**config.mk**
```make
export PLATFORM = sky130hd
export DESIGN_NAME = gravity_drop_timer
export DESIGN_NICKNAME = d
export VERILOG_FILES = /design/src/rtl/tetris_pkg.sv /design/src/rtl/gravity_thr_calc.sv /design/src/rtl/gravity_drop_timer.sv
export SDC_FILE = /design/constraint.sdc
export NUM_CORES = 1
export LEC_CHECK = 0
export ABC_CLOCK_PERIOD_IN_PS = 6600
export CORE_MARGIN = 10
export CORE_UTILIZATION = 40
export CTS_CLUSTER_DIAMETER = 40
export DETAILED_ROUTE_END_ITERATION = 8
export HOLD_SLACK_MARGIN = 0.03
export SETUP_SLACK_MARGIN = 0.3
export SLEW_MARGIN = 20
export SYNTH_ARGS = -nofsm -noshare
export SYNTH_HDL_FRONTEND = slang
export SYNTH_SLANG_ARGS = --single-unit
export TNS_END_PERCENT = 5
```
**constraint.sdc**
```tcl
create_clock -name clk -period 6.6 [get_ports clk]
set_input_delay 1.32 -clock clk [delete_from_list [all_inputs] [get_ports clk]]
set_output_delay 1.32 -clock clk [all_outputs]
set_load 0.03 [all_outputs]
```
**src/rtl/tetris_pkg.sv**
```systemverilog
// Shared Tetris definitions: gravity state encoding and timing defaults.
package tetris_pkg;

  localparam int LEVEL_W_DEF    = 4;
  localparam int BASE_TICKS_DEF = 5;
  localparam int MIN_TICKS_DEF  = 1;
  localparam int LOCK_TICKS_DEF = 3;
  localparam int CNT_W_DEF      = 8;

  // Values double as the state_o debug/LED code.
  typedef enum logic [2:0] {
    ST_IDLE   = 3'd0,
    ST_RUN    = 3'd1,
    ST_REQ    = 3'd2,
    ST_LOCK   = 3'd3,
    ST_PAUSED = 3'd4
  } gravity_state_t;

endpackage

```
**src/rtl/gravity_thr_calc.sv**
```systemverilog
// Ticks-per-drop clamp: soft drop or max(BASE_TICKS - level, MIN_TICKS).
// Shared with the HUD speed display, so it stays purely combinational.
module gravity_thr_calc
  import tetris_pkg::*;
#(
  parameter int LEVEL_W    = LEVEL_W_DEF,
  parameter int BASE_TICKS = BASE_TICKS_DEF,
  parameter int MIN_TICKS  = MIN_TICKS_DEF,
  parameter int CNT_W      = CNT_W_DEF
) (
  input  logic [LEVEL_W-1:0] level,
  input  logic               soft_drop,
  output logic [CNT_W-1:0]   thr
);

  localparam logic [CNT_W:0] BASE_EXT = (CNT_W+1)'(BASE_TICKS);
  localparam logic [CNT_W:0] MIN_EXT  = (CNT_W+1)'(MIN_TICKS);

  logic [CNT_W:0] level_ext;
  logic [CNT_W:0] diff;

  // One extra bit on the subtraction: its top bit is the borrow, so a high
  // level clamps to MIN_TICKS instead of wrapping to a huge interval.
  always_comb begin
    level_ext = (CNT_W+1)'(level);
    diff      = BASE_EXT - level_ext;
    if (soft_drop) begin
      thr = CNT_W'(MIN_TICKS);
    end else if (diff[CNT_W] || (diff < MIN_EXT)) begin
      thr = CNT_W'(MIN_TICKS);
    end else begin
      thr = diff[CNT_W-1:0];
    end
  end

endmodule

```
**src/rtl/gravity_drop_timer.sv**
```systemverilog
// Gravity timer: turns the 0.2 s divider tick into held drop requests at a
// level-dependent interval, and times the lock delay of a landed piece.
module gravity_drop_timer
  import tetris_pkg::*;
#(
  parameter int LEVEL_W    = LEVEL_W_DEF,
  parameter int BASE_TICKS = BASE_TICKS_DEF,
  parameter int MIN_TICKS  = MIN_TICKS_DEF,
  parameter int LOCK_TICKS = LOCK_TICKS_DEF,
  parameter int CNT_W      = CNT_W_DEF
) (
  input  logic               clk,
  input  logic               rst_n,
  input  logic               tick_in,
  input  logic               start,
  input  logic               abort,
  input  logic               pause,
  input  logic [LEVEL_W-1:0] level,
  input  logic               soft_drop,
  input  logic               landed,
  input  logic               drop_ack,
  output logic               drop_req,
  output logic               lock_req,
  output logic [2:0]         state_o
);

  gravity_state_t state, state_n;
  gravity_state_t saved_state, saved_state_n;
  logic [CNT_W-1:0] cnt, cnt_n;
  logic [CNT_W-1:0] thr;
  logic [CNT_W:0]   cnt_inc;
  logic             lock_n;

  gravity_thr_calc #(
    .LEVEL_W   (LEVEL_W),
    .BASE_TICKS(BASE_TICKS),
    .MIN_TICKS (MIN_TICKS),
    .CNT_W     (CNT_W)
  ) u_thr_calc (
    .level    (level),
    .soft_drop(soft_drop),
    .thr      (thr)
  );

  // Next state / counter: abort beats pause, pause beats tick and handshake.
  always_comb begin
    state_n       = state;
    saved_state_n = saved_state;
    cnt_n         = cnt;
    lock_n        = 1'b0;
    cnt_inc       = {1'b0, cnt} + 1'b1;

    if (abort) begin
      state_n = ST_IDLE;
      cnt_n   = '0;
    end else begin
      case (state)
        ST_IDLE: begin
          if (start) begin
            state_n = ST_RUN;
            cnt_n   = '0;
          end
        end

        ST_RUN: begin
          if (pause) begin
            state_n       = ST_PAUSED;
            saved_state_n = ST_RUN;
          end else if (tick_in) begin
            if (landed) begin
              state_n = ST_LOCK;
              cnt_n   = '0;
            end else if (cnt_inc >= {1'b0, thr}) begin
              state_n = ST_REQ;
              cnt_n   = '0;
            end else begin
              cnt_n = cnt_inc[CNT_W-1:0];
            end
          end
        end

        // Ticks are dropped here; a pending pause takes effect only with the ack.
        ST_REQ: begin
          if (drop_ack) begin
            cnt_n = '0;
            if (pause) begin
              state_n       = ST_PAUSED;
              saved_state_n = landed ? ST_LOCK : ST_RUN;
            end else begin
              state_n = landed ? ST_LOCK : ST_RUN;
            end
          end
        end

        ST_LOCK: begin
          if (pause) begin
            state_n       = ST_PAUSED;
            saved_state_n = ST_LOCK;
          end else if (!landed) begin
            state_n = ST_RUN;
            cnt_n   = '0;
          end else if (tick_in) begin
            if (cnt_inc == (CNT_W+1)'(LOCK_TICKS)) begin
              lock_n  = 1'b1;
              state_n = ST_RUN;
              cnt_n   = '0;
            end else begin
              cnt_n = cnt_inc[CNT_W-1:0];
            end
          end
        end

        ST_PAUSED: begin
          if (!pause) begin
            state_n = saved_state;
          end
        end

        default: begin
          state_n = ST_IDLE;
          cnt_n   = '0;
        end
      endcase
    end
  end

  // State, counter and registered handshake outputs.
  always_ff @(posedge clk) begin
    if (!rst_n) begin
      state       <= ST_IDLE;
      saved_state <= ST_RUN;
      cnt         <= '0;
      drop_req    <= 1'b0;
      lock_req    <= 1'b0;
    end else begin
      state       <= state_n;
      saved_state <= saved_state_n;
      cnt         <= cnt_n;
      drop_req    <= (state_n == ST_REQ);
      lock_req    <= lock_n;
    end
  end

  assign state_o = state;

endmodule

```
==> results.txt <==
The worst setup path is launched from an input port. The standard cell core area is 2980 sq um. The worst register-to-register path has a depth of 11.

The insertion delay of the later-clocked pin in the worst-skew pair was 290 ps; the synthesized area per cell was 7.60 sq um. Maximum operating frequency: 281 MHz. The full die area was 5670 sq um. The run finished with clean final reports.

Summing internal, switching and leakage power gives 0.179 mW. VDD sags by at most 62.5 uV. The routed layout has 1198 vias.

The signed area change from the synthesized netlist to the final layout is 19.4%, and the cell count after synthesis is 161. Using the TritonRoute via totals, the vias-per-cell ratio works out to 5.62. In the routed design, unresolved DRC markers number 0.

The count of port buffers added during placement is 17. The most common flop cell mapped by yosys was dfxtp_1. Data arrives at the worst endpoint at 3780 ps.

Before antenna repair, the detailed router went through 5 iterations. TritonCTS built the clock tree. The first global-routing pass estimated 5150 microns of wire. For this design, the CTS-stage hold fixing added 0 buffers. The run gives 1460 sq um as the final non-filler cell area. The synthesis-stage register bit count was 14. The max-slew violation count was 0. The final setup skew was 6.34 ps. Headroom to the max-slew limit came out at 52.4%. The startpoint identified for the worst hold timing path is cnt[4]$_SDFFE_PP0P_.

Entering global routing, the biggest net connects 16 pins. The site row count came out at 20. After synthesis, the netlist uses 48 different library cells. After the first detailed-routing iteration, the DRC count stood at 36.

The end of the worst register-to-register path was cnt[6]$_SDFFE_PP0P_. The startpoint identified for the worst register-to-register timing path is cnt[0]$_SDFFE_PP0P_. The floorplan step set the die height to 75.3 microns. The share of cells above drive strength 1 was 8.33%. Setup repair after global routing left no endpoint under its margin. The number of nets at the end of the flow was 206; the starting utilization of the core area was 41.1%. After synthesis, the share of flip-flops with an asynchronous set or reset is 0%.

Type of the tightest min-delay check: reg -> reg. In this run the cell area measured after placement is 1430 sq um. Half-perimeter wire length of the detailed placement result: 2460 microns.

Total wire length after detailed routing: 3070 microns. For the sequential cell area fraction in the yosys report, the log shows 22.9%. The count of flip-flops with a built-in enable after synthesis was 0; the ratio of total power to cell area was 122 nW/um^2. For the worst hold margin, the log shows 522 ps.

During synthesis, Yosys emitted a total of 0 warnings. The tools report the number of antenna-violating nets in the routed design as 0. The final period demand of the worst path came out at 3560 ps.

CTS saw 14 sinks. For flop-to-flop paths, the worst setup slack is 3530 ps. Once layout is complete, the cells apart from fillers number 213. The data required time at the worst endpoint was 6820 ps. For hold timing, the worst endpoint is cnt[4]$_SDFFE_PP0P_. For the final count of hold timing violations, the log shows 0. The number of placed instances with taps included was 209; the number of setup violations in the final report was 0. The run gives 18 as the number of I/O pins. The share of Yosys cell area claimed by the top area cell type is 22.9%, and the instance count along the most critical hold path is 2. The repair_antennas step left the layout with diodes totalling 0.

The leakage power summed over all cells is 0.568 nW. The tools report the setup TNS after final layout as 0 ps. Dividing the detail-routed wire length by the instance count gives 14.4 microns. Along the worst path, the maximum fanout reaches 4. The run gives 0 as the number of antenna violations at the first check in global routing.

The run gives 0 as the aggregate global routing overflow. The number of gates resized after CTS came out at 0. The via count of the first global-routing pass is 1162, and the transition time of the tightest slew-check pin is 713 ps.

The portion of the clock cycle consumed by the worst path in the final layout is 53.9%, and the post-synthesis cell area is 1220 sq um. The clock passes through at most 2 buffers. The critical path is of the in -> reg type. Global routing used 11.5% of the available tracks. The die is 75.3 microns wide. The number of H-tree branching levels came out at 1. Of all cell types, the one taking the most synthesized area is dfxtp_1. The tool flagged a number of max-cap violations equal to 0.

STA classifies the critical path endpoint as a register. Once the clock tree was built, the setup fixing pass inserted 0 buffers. Clock transition at the registers of the reported paths: 90 ps. In the post-synthesis netlist, the biggest area contributors are dfxtp_1 (23%), ha_1 (12%), nand2_1 (5.5%).

Routability-driven placement finished with a final weighted congestion of 0.871. Counting the buffers created by CTS gives 3. The cell sitting at the root of the clock tree is a clkbuf_4.
-- flip-flops by register name (all words and copies together) (netlist names) --
name	flops
cnt	8
state_o	3
drop_req	1
lock_req	1
saved_state	1
-- final cells by class --
| cell class | instances | area, sq um |
|---|---|---|
| timing repair buffer | 17 | 170 |
| fill | 314 | 1520 |
| sequential | 14 | 280 |
| tap | 33 | 41.3 |
| clock buffer | 4 | 36.3 |
| multi-input combinational | 137 | 903 |
| inverter | 8 | 30.0 |
-- cell families after synthesis --
logic type	count (synthesis)	share of synthesized area (%)
AOI/OAI and AO/OA	46	24.7
xor gates and xnor gates	5	3.58
adders and majority gates	12	12.3
buffers and inverters	13	4.19
DFF	14	22.9
other	1	0.306
and+or+nand+nor	70	32.0
-- worst max-delay path, stage by stage --
cell and delay (ps):
clkdlybuf4s50_1 460, a211oi_1 330, nand2_1 110, ha_1 190, a21o_1 150, a221o_1 340, a21oi_1 230, a31oi_1 150
or3b_1 360, a21oi_1 130
-- power breakdown --
group	switching (mW)	internal, mW	total (mW)
logic	0.0145	0.0129	0.0275
registers	0.00107	0.0849	0.0860
clock network	0.0316	0.0336	0.0652
-- worst max-delay path by stage --
stage,from,to,slack [ps],depth (start not counted)
floorplan,level[1],cnt[6]$_SDFFE_PP0P_,3450,9
global placement,level[1],cnt[6]$_SDFFE_PP0P_,2790,10
global route,level[1],cnt[6]$_SDFFE_PP0P_,2820,10
detailed placement,level[1],cnt[6]$_SDFFE_PP0P_,2740,10
CTS,level[1],cnt[6]$_SDFFE_PP0P_,3040,10
finish,level[1],cnt[6]$_SDFFE_PP0P_,3040,10
-- cell usage in the layout, fill, tap and decap left out, drive strengths merged, types with 2 or more instances in the layout --
cell	n
a211oi	3
a21boi	2
a21o	2
a21oi	13
a31oi	2
and2	2
and3	2
clkbuf	4
clkdlybuf4s50	17
conb	4
dfxtp	14
ha	12
inv	8
nand2	18
nand3	13
nand4	2
nor2	10
nor2b	5
nor3	4
nor4b	2
o21a	2
o21ai	12
o31ai	2
or3	2
or3b	2
xnor2	3
xor2	2
-- metrics by stage --
step / setup WS (ps) / util, %
after floorplan: 3450 / -
after global placement: 2790 / 47.9
after detailed placement: 2740 / 47.9
after CTS: 3040 / 49.1
after global routing: 2820 / 49.1
final: 3040 / 49.1
-- routing by layer --
metal	GRT usage, %	wire length, microns	part of all wire, %
met1	13.3	1380	45
met2	18.3	1400	45
met3	4.69	246	8.0
met4	4.74	56	1.8
met5	0	0	0
-- synthesized netlist by cell type, types with 2 or more instances --
cell,n
a21o_1,2
a31oi_1,2
clkbuf_1,3
o21a_1,2
or3b_1,2
nand4_1,2
nor4b_1,2
a211oi_1,3
dfxtp_1,14
nor2_1,9
nor2b_1,5
xor2_1,2
inv_1,8
and2_1,2
xnor2_1,3
o21ai_0,11
o31ai_1,2
buf_2,2
a21oi_1,13
nand3_1,12
ha_1,12
a21boi_0,2
nand2_1,18
nor3_1,4
Note: power is estimated with default switching activity, not from simulation.
